### config.mk
export PLATFORM = sky130hd
export DESIGN_NAME = uart_tx
export DESIGN_NICKNAME = d
export VERILOG_FILES = /design/src/rtl/uart_tx.sv
export SDC_FILE = /design/constraint.sdc
export NUM_CORES = 1
export LEC_CHECK = 0
export CAP_MARGIN = 40
export CORE_MARGIN = 8
export CORE_UTILIZATION = 51
export CTS_CLUSTER_SIZE = 16
export DETAILED_ROUTE_END_ITERATION = 10
export GPL_TIMING_DRIVEN = 0
export PLACE_DENSITY_LB_ADDON = 0.3
export SLEW_MARGIN = 25
export SYNTH_ARGS = -nofsm -noshare
export SYNTH_HDL_FRONTEND = slang
export SYNTH_SLANG_ARGS = --single-unit
### constraint.sdc
create_clock -name clk -period 2.8 [get_ports clk]
set_input_delay 0.56 -clock clk [delete_from_list [all_inputs] [get_ports clk]]
set_output_delay 0.56 -clock clk [all_outputs]
set_load 0.01 [all_outputs]
### src/rtl/uart_tx.sv
// rtl/uart_tx.sv - UART frame serialiser paced by an external baud reference
module uart_tx #(
    parameter int DATA_BITS = 8,
    parameter int PARITY    = 0,
    parameter int STOP_BITS = 1
) (
    input  logic                 clk,
    input  logic                 reset,
    input  logic                 bclk,
    input  logic [DATA_BITS-1:0] data,
    input  logic                 valid,
    output logic                 ready,
    output logic                 tx,
    output logic                 busy
);
    localparam int CW = $clog2(DATA_BITS + 1);

    typedef enum logic [2:0] {
        S_IDLE,
        S_SYNC,
        S_START,
        S_DATA,
        S_PARITY,
        S_STOP
    } state_t;

    state_t               state, state_n;
    logic                 bclk_q;
    logic                 live;
    logic                 tick;
    logic                 accept;
    logic                 last_stop;
    logic [DATA_BITS-1:0] shreg, shreg_n;
    logic [CW-1:0]        bitcnt, bitcnt_n;
    logic                 stopcnt, stopcnt_n;
    logic                 par, par_n;
    logic                 pend, pend_n;
    logic                 tx_n;
    logic                 busy_n;

    assign tick      = bclk & ~bclk_q;
    assign last_stop = (stopcnt == 1'(STOP_BITS - 1));
    // live holds ready low until the first clock after reset release
    assign ready     = live & ((state == S_IDLE) | ((state == S_STOP) & last_stop & ~pend));
    assign accept    = valid & ready;

    always_ff @(posedge clk or negedge reset) begin
        if (!reset) begin
            state   <= S_IDLE;
            bclk_q  <= 1'b0;
            live    <= 1'b0;
            shreg   <= '0;
            bitcnt  <= '0;
            stopcnt <= 1'b0;
            par     <= 1'b0;
            pend    <= 1'b0;
            tx      <= 1'b1;
            busy    <= 1'b0;
        end else begin
            state   <= state_n;
            bclk_q  <= bclk;
            live    <= 1'b1;
            shreg   <= shreg_n;
            bitcnt  <= bitcnt_n;
            stopcnt <= stopcnt_n;
            par     <= par_n;
            pend    <= pend_n;
            tx      <= tx_n;
            busy    <= busy_n;
        end
    end

    always_comb begin
        state_n   = state;
        shreg_n   = shreg;
        bitcnt_n  = bitcnt;
        stopcnt_n = stopcnt;
        par_n     = par;
        pend_n    = pend;
        if (accept) begin
            shreg_n = data;
            par_n   = (PARITY == 2) ? ~^data : ^data;
        end
        case (state)
            S_IDLE:   if (accept) state_n = S_SYNC;
            S_SYNC:   if (tick) state_n = S_START;
            S_START:  if (tick) begin
                state_n  = S_DATA;
                bitcnt_n = '0;
            end
            S_DATA:   if (tick) begin
                shreg_n  = shreg >> 1;
                bitcnt_n = bitcnt + CW'(1);
                if (bitcnt == CW'(DATA_BITS - 1)) begin
                    state_n   = (PARITY != 0) ? S_PARITY : S_STOP;
                    stopcnt_n = 1'b0;
                end
            end
            S_PARITY: if (tick) begin
                state_n   = S_STOP;
                stopcnt_n = 1'b0;
            end
            S_STOP:   if (tick) begin
                if (last_stop) begin
                    stopcnt_n = 1'b0;
                    pend_n    = 1'b0;
                    // a byte taken during the final stop bit starts with no idle gap
                    state_n   = (pend | accept) ? S_START : S_IDLE;
                end else begin
                    stopcnt_n = 1'b1;
                end
            end else if (accept) begin
                pend_n = 1'b1;
            end
            default:  state_n = S_IDLE;
        endcase
    end

    // tx and busy are registered from the next state so they move with it
    always_comb begin
        tx_n = 1'b1;
        case (state_n)
            S_START:  tx_n = 1'b0;
            S_DATA:   tx_n = shreg_n[0];
            S_PARITY: tx_n = par_n;
            default:  tx_n = 1'b1;
        endcase
        busy_n = (state_n != S_IDLE);
    end
endmodule
==> results of run 1 <==
critical path, delay by kind of cell (launching register included):
family	cells	cell delay, ns
flip-flops	1	0.39
AND/OR/NAND/NOR	3	0.33
buffers and inverters	2	0.67
cell families after synthesis:
family	Yosys count	share of synthesized area, %
AO/OA/AOI/OAI	25	15.66
AND/OR/NAND/NOR	35	17.31
buffers and inverters	8	4.851
multiplexers	10	8.931
flip-flops	21	46.42
XOR/XNOR	7	5.403
other	1	0.3304
adder cells (fa/ha/maj)	1	1.102
cell type report:
type	instances	area [sq um]	share of cell area (%)
inverter	3	11.26	0.8357
tap	28	35.03	2.600
buffer	5	43.79	3.250
clock buffer	4	26.28	1.950
sequential	21	526.8	39.09
multi-input combinational	79	553.0	41.04
timing repair buffer	15	151.4	11.23
power groups by stage:
stage	sequential (W)	combinational [W]	clock (W)
global route	0.000480	0.000415	0.000169
global placement	0.000469	0.000350	0
finish	0.000467	0.000368	0.000151
floorplan	0.000462	0.000268	0
detailed placement	0.000474	0.000369	0
CTS	0.000467	0.000371	0.000155
metal layers:
layer / track usage, % / vias to the layer above / part of all wire, % / wire (microns)
met4: 7.521 / 0 / 1.3 / 29
met3: 3.357 / 4 / 3.3 / 71
met5: 0 / - / 0 / 0
met2: 18.57 / 10 / 49 / 1065
met1: 13.56 / 379 / 46 / 997
li1: - / 418 / - / -
worst max path at each step:
stage          startpoint       end  slack, ns  cells past startpoint
5_1_grt          state[0]     ready       0.41                      5
3_5_place_dp         bclk      busy       0.59                      6
6_report         state[0]     ready       0.54                      5
2_1_floorplan        bclk      busy       1.32                      5
3_3_place_gp         bclk  shreg[6]       0.63                      6
4_1_cts          state[0]     ready       0.52                      5
registers in the layout (all words and copies together) (netlist names):
signal,count
shreg,8
bclk_q,1
busy,1
pend,1
par,1
bitcnt,4
state,3
live,1
tx,1
metrics by stage:
stage	cells	area (sq um)	setup slack (ns)
after floorplan	108	1135	1.315
after global placement	150	1310	0.6298
after detailed placement	151	1321	0.5941
after CTS	155	1348	0.5207
after global routing	155	1348	0.4139
final	155	1348	0.5365
layout by cell type, fill, tap and decap left out, types with 2 or more instances in the layout:
master and instances:
xnor2_1 7, a21oi_1 3, buf_6 4, o21ai_1 10, nand2_1 12, clkdlybuf4s50_1 14
nand2b_1 2, buf_2 2, mux2i_1 9, clkbuf_4 3, nor2b_1 3, nand3b_1 2
nor2_1 7, inv_1 2, dfrtp_1 20
==> results.txt, run 1 <==
Outcome: finished clean
Clk_lat worst skew: 0.31 ns
DIE AREA: 3990 sq um
GR Overflow Total: 0
FF+latch count, synth: 21
Final TNS setup: 0 ns
Ant diodes: 0
CTS tree: yes
Min Tclk post-route: 2.263 ns
Critical R2R Capture: tx
Crit. End Element: output port
Pleak: 0.6258 nW
Port buffer count: 14
First-pass GRT wire length: 3822 microns
Fmax: 441.8 MHz
Count leader, synth: dfrtp_1
Fraction of layout instances using a drive strength above 1: 14.96%
Vias per cell: 5.232
Hold Buf Count CTS: 0
Synth top area share: 44.10%
Detailed placer's ending HPWL: 1641 microns
Post_cts resized: 0
Clk slew on worst S/H paths: 0.12 ns
VDD IR max: 0.3655 mV
Critical Path Start Type: flip-flop
Pwr Density: 731.6 nW/um^2
Total CTS buffers: 3
Row cnt: 17
Top-Level Pins: 15
Initial antenna violation count: 0
Syn nets: 121
Commonest cells in the netlist: dfrtp_1 (20), nand2_1 (12), o21ai_1 (10)
Vias post-DR: 811
Switch share: 35.03%
Cell repeated most along the worst path: nor2_1
Worst R2R Setup Slack: 1.22 ns
Setup Skew: 0.007499 ns
Die X: 63.17 microns
Clock Tree Buf Depth: 2
Internal Pwr Total: 0.0006406 W
Top_reg_cell synth: dfrtp_1
Critical-path top delay cell: clkdlybuf4s50_1
Die height: 63.17 microns
Synth-to-Final Area Change: 18.74%
Finished Core Util: 62.73%
Hold slack: 0.4847 ns
Post-synth ARST share: 100.0%
DR pass1 iterations: 4
Count of final max-slew check failures: 0
YS warnings: 0
CP max stage delay: 0.53 ns
RR Startpoint: state[2]
Final Net Count: 141
Drt initial violations: 22
Cell taking the most area after synthesis: dfrtp_1
Critical path peak fanout: 10
Root Buffer: clkbuf_4
Flop pwr share: 47.4%
Final Hold Fails: 0
H-tree depth: 1
DR WL/cell: 13.97 microns
Comb power frac: 37.3%
Core area: 2148 sq um
Clock power frac: 15.3%
Sw Pwr: 0.0003454 W
Setup CP Type: reg -> out
RSZ-0062 raised after global routing: no
Synth area leaders: dfrtp_1 (44%), mux2i_1 (7.9%), xnor2_1 (5.4%)
Cells after synthesis: 108
Initial Utilization: 52.82%
Routability cong.: 0.8037
Largest net degree at the start of global routing: 17
Max-Cap Viols: 0
Final setup vio count: 0
Synth cell types: 39
Fill cells: 184
EDFF count, synth: 0
Post-synthesis sequential area ratio: 46.42%
All-layer global routing usage: 11.73%
Critical-path cell list: buf_6 -> nor2_1 -> nor2_1 -> nor2_1 -> clkdlybuf4s50_1
WP data required: 2.24 ns
Clk sink count: 21
Final period util: 80.84%
Post-CTS Setup Bufs: 0
DRC viols: 0
Power, Total: 0.0009859 W
Syn_area_per_cell: 10.51 sq um
Hold Path Class: in -> async
Routed Antenna Nets: 0
Final wirelength: 2165 microns
Synth Cell Area: 1135 sq um
Cells on worst reg2reg path: 7
Number of global-route vias before repair: 869
Crit path DAT: 1.70 ns
Note: power is estimated with default switching activity, not from simulation.
==> inputs of run 2 (changes only) <==
clock period = 2.1 ns   (was 2.8 ns; I/O delays follow)
==> run 2 against run 1 <==
Effect of this change:
- cell count unchanged
- die area did not move
- clock-buffer cell count stayed put
- setup slack got worse by 0.28 ns
- via count fell by 0.62%
- sequential share of layout area barely moved
- non-clock buffer count is the same
- wire length up 0.23%
- combinational power rose by 34%
- power grew 34%
- first-iteration DRC count is 59% lower
==> results.txt, run 2 (same netlist as run 1, synthesis figures left out) <==
DR pass1 iterations: 4
Largest regs: shreg: 8 flops, bitcnt: 4 flops, state: 3 flops
Highest routed layer: met4
Commonest cells after routing, fill and taps aside: dfrtp_1 (20), clkdlybuf4s50_1 (13), nand2_1 (12)
Critical Path Start Type: flip-flop
Drt initial violations: 9
H-tree depth: 1
Fill cells: 182
Root Buffer: clkbuf_4
DIE AREA: 3990 sq um
Initial Utilization: 52.82%
Vias post-DR: 806
Largest net degree at the start of global routing: 17
Final setup vio count: 0
WP data required: 1.68 ns
First-pass GRT wire length: 3829 microns
Core area: 2148 sq um
CP max stage delay: 0.39 ns
Final Net Count: 141
Die X: 63.17 microns
Final Hold Fails: 0
Port buffer count: 14
Die height: 63.17 microns
Fmax: 542.9 MHz
VDD IR max: 0.4862 mV
Max-Cap Viols: 0
Power, Total: 0.001317 W
Count of final max-slew check failures: 0
Ant diodes: 0
Cell repeated most along the worst path: nor2_1
DR WL met2: 1053 microns
Final wirelength: 2170 microns
Outcome: finished clean
Setup Skew: 0.009132 ns
Clk slew on worst S/H paths: 0.13 ns
Hold slack: 0.3428 ns
Met3 WL post-DR: 68 microns
Crit. End Element: output port
Vias per cell: 5.200
Clk_lat worst skew: 0.31 ns
Number of global-route vias before repair: 866
Crit path DAT: 1.42 ns
Synth-to-Final Area Change: 18.85%
M1 WL: 1018 microns
Final period util: 87.72%
Top-Level Pins: 15
Min Tclk post-route: 1.842 ns
Area after DPL: 1321 sq um
Max reg flops: 8
Detailed placer's ending HPWL: 1641 microns
Critical-path top delay cell: dfrtp_1
Routed Antenna Nets: 0
RSZ-0062 raised after global routing: no
CTS tree: yes
Seq. cell area: 526.8 sq um
Multi-input logic area: 555.5 sq um
Critical-path cell list: buf_6 -> and3b_4 -> nor2_1 -> nor2_1 -> dlygate4sd2_1
DR WL/cell: 14.00 microns
Top reg by flops: shreg
Final TNS setup: 0 ns
Hold Path Class: in -> async
Pwr Density: 976.6 nW/um^2
Row cnt: 17
Total CTS buffers: 3
Clk sink count: 21
All-layer global routing usage: 11.73%
Critical path peak fanout: 10
Design Area, Final: 1349 sq um
Routability cong.: 0.8037
DRC viols: 0
Commonest non-fill, non-tap cell in the layout: dfrtp_1
Pleak: 0.6303 nW
Setup CP Type: reg -> out
Fraction of layout instances using a drive strength above 1: 15.75%
Clock Tree Buf Depth: 2
GR Overflow Total: 0
Initial antenna violation count: 0
run 2: changes by cell type in the layout (fill, tap and decap cells not counted), sizes merged:
cell	before	now
clkdlybuf4s50	14	13
dlygate4sd2	0	1
run 2: per-layer routing:
metal | vias up | GRT usage, %
met5 | - | 0
met4 | 0 | 7.242
met3 | 4 | 3.180
met2 | 12 | 18.82
met1 | 374 | 13.56
li1 | 416 | -
run 2: final timing paths:
path	start	depth (start not counted)	slack [ns]	to
worst max-delay path	state[2]	5	0.26	ready
worst min-delay path	reset	1	0.34	bitcnt[1]
worst max register to register	state[2]	7	0.51	tx
worst min register to register	par	2	0.49	par
max in group asynchronous	reset	2	1.25	tx
min in group clk	par	2	0.49	par
run 2: worst max-delay path: cells and delay by family (launching register included):
kind / cells / cell delay (ns)
buf+inv: 2 / 0.41
simple gates: 3 / 0.32
flops: 1 / 0.39
run 2: final cells by class:
| cell class | count | area share, % |
|---|---|---|
| inverters | 3 | 0.8349 |
| plain buffers | 5 | 3.247 |
| well taps | 28 | 2.597 |
| flip-flops and latches | 21 | 39.05 |
| clock buffers | 4 | 1.948 |
| repair buffers | 15 | 11.13 |
| multi-input cells | 79 | 41.19 |
run 2: metrics by stage:
step | instances | setup slack, ns | utilization (%)
after floorplan | 108 | 0.6461 | -
after global placement | 150 | 0.06982 | 60.98
after detailed placement | 151 | 0.03407 | 61.50
after CTS | 155 | 0.2382 | 62.78
after global routing | 155 | 0.1668 | 62.78
final | 155 | 0.2579 | 62.78
run 2: power breakdown:
part	switching [W]	total, W	internal, W
sequential	0.0000875	0.000622	0.000535
combinational	0.000246	0.000493	0.000246
clock	0.000128	0.000202	0.0000741
run 2: timing repair:
action,4_1_cts,5_1_grt
resized for setup,2,0
setup buffers,0,0
hold buffers,0,0
endpoints found under the setup margin,1,0
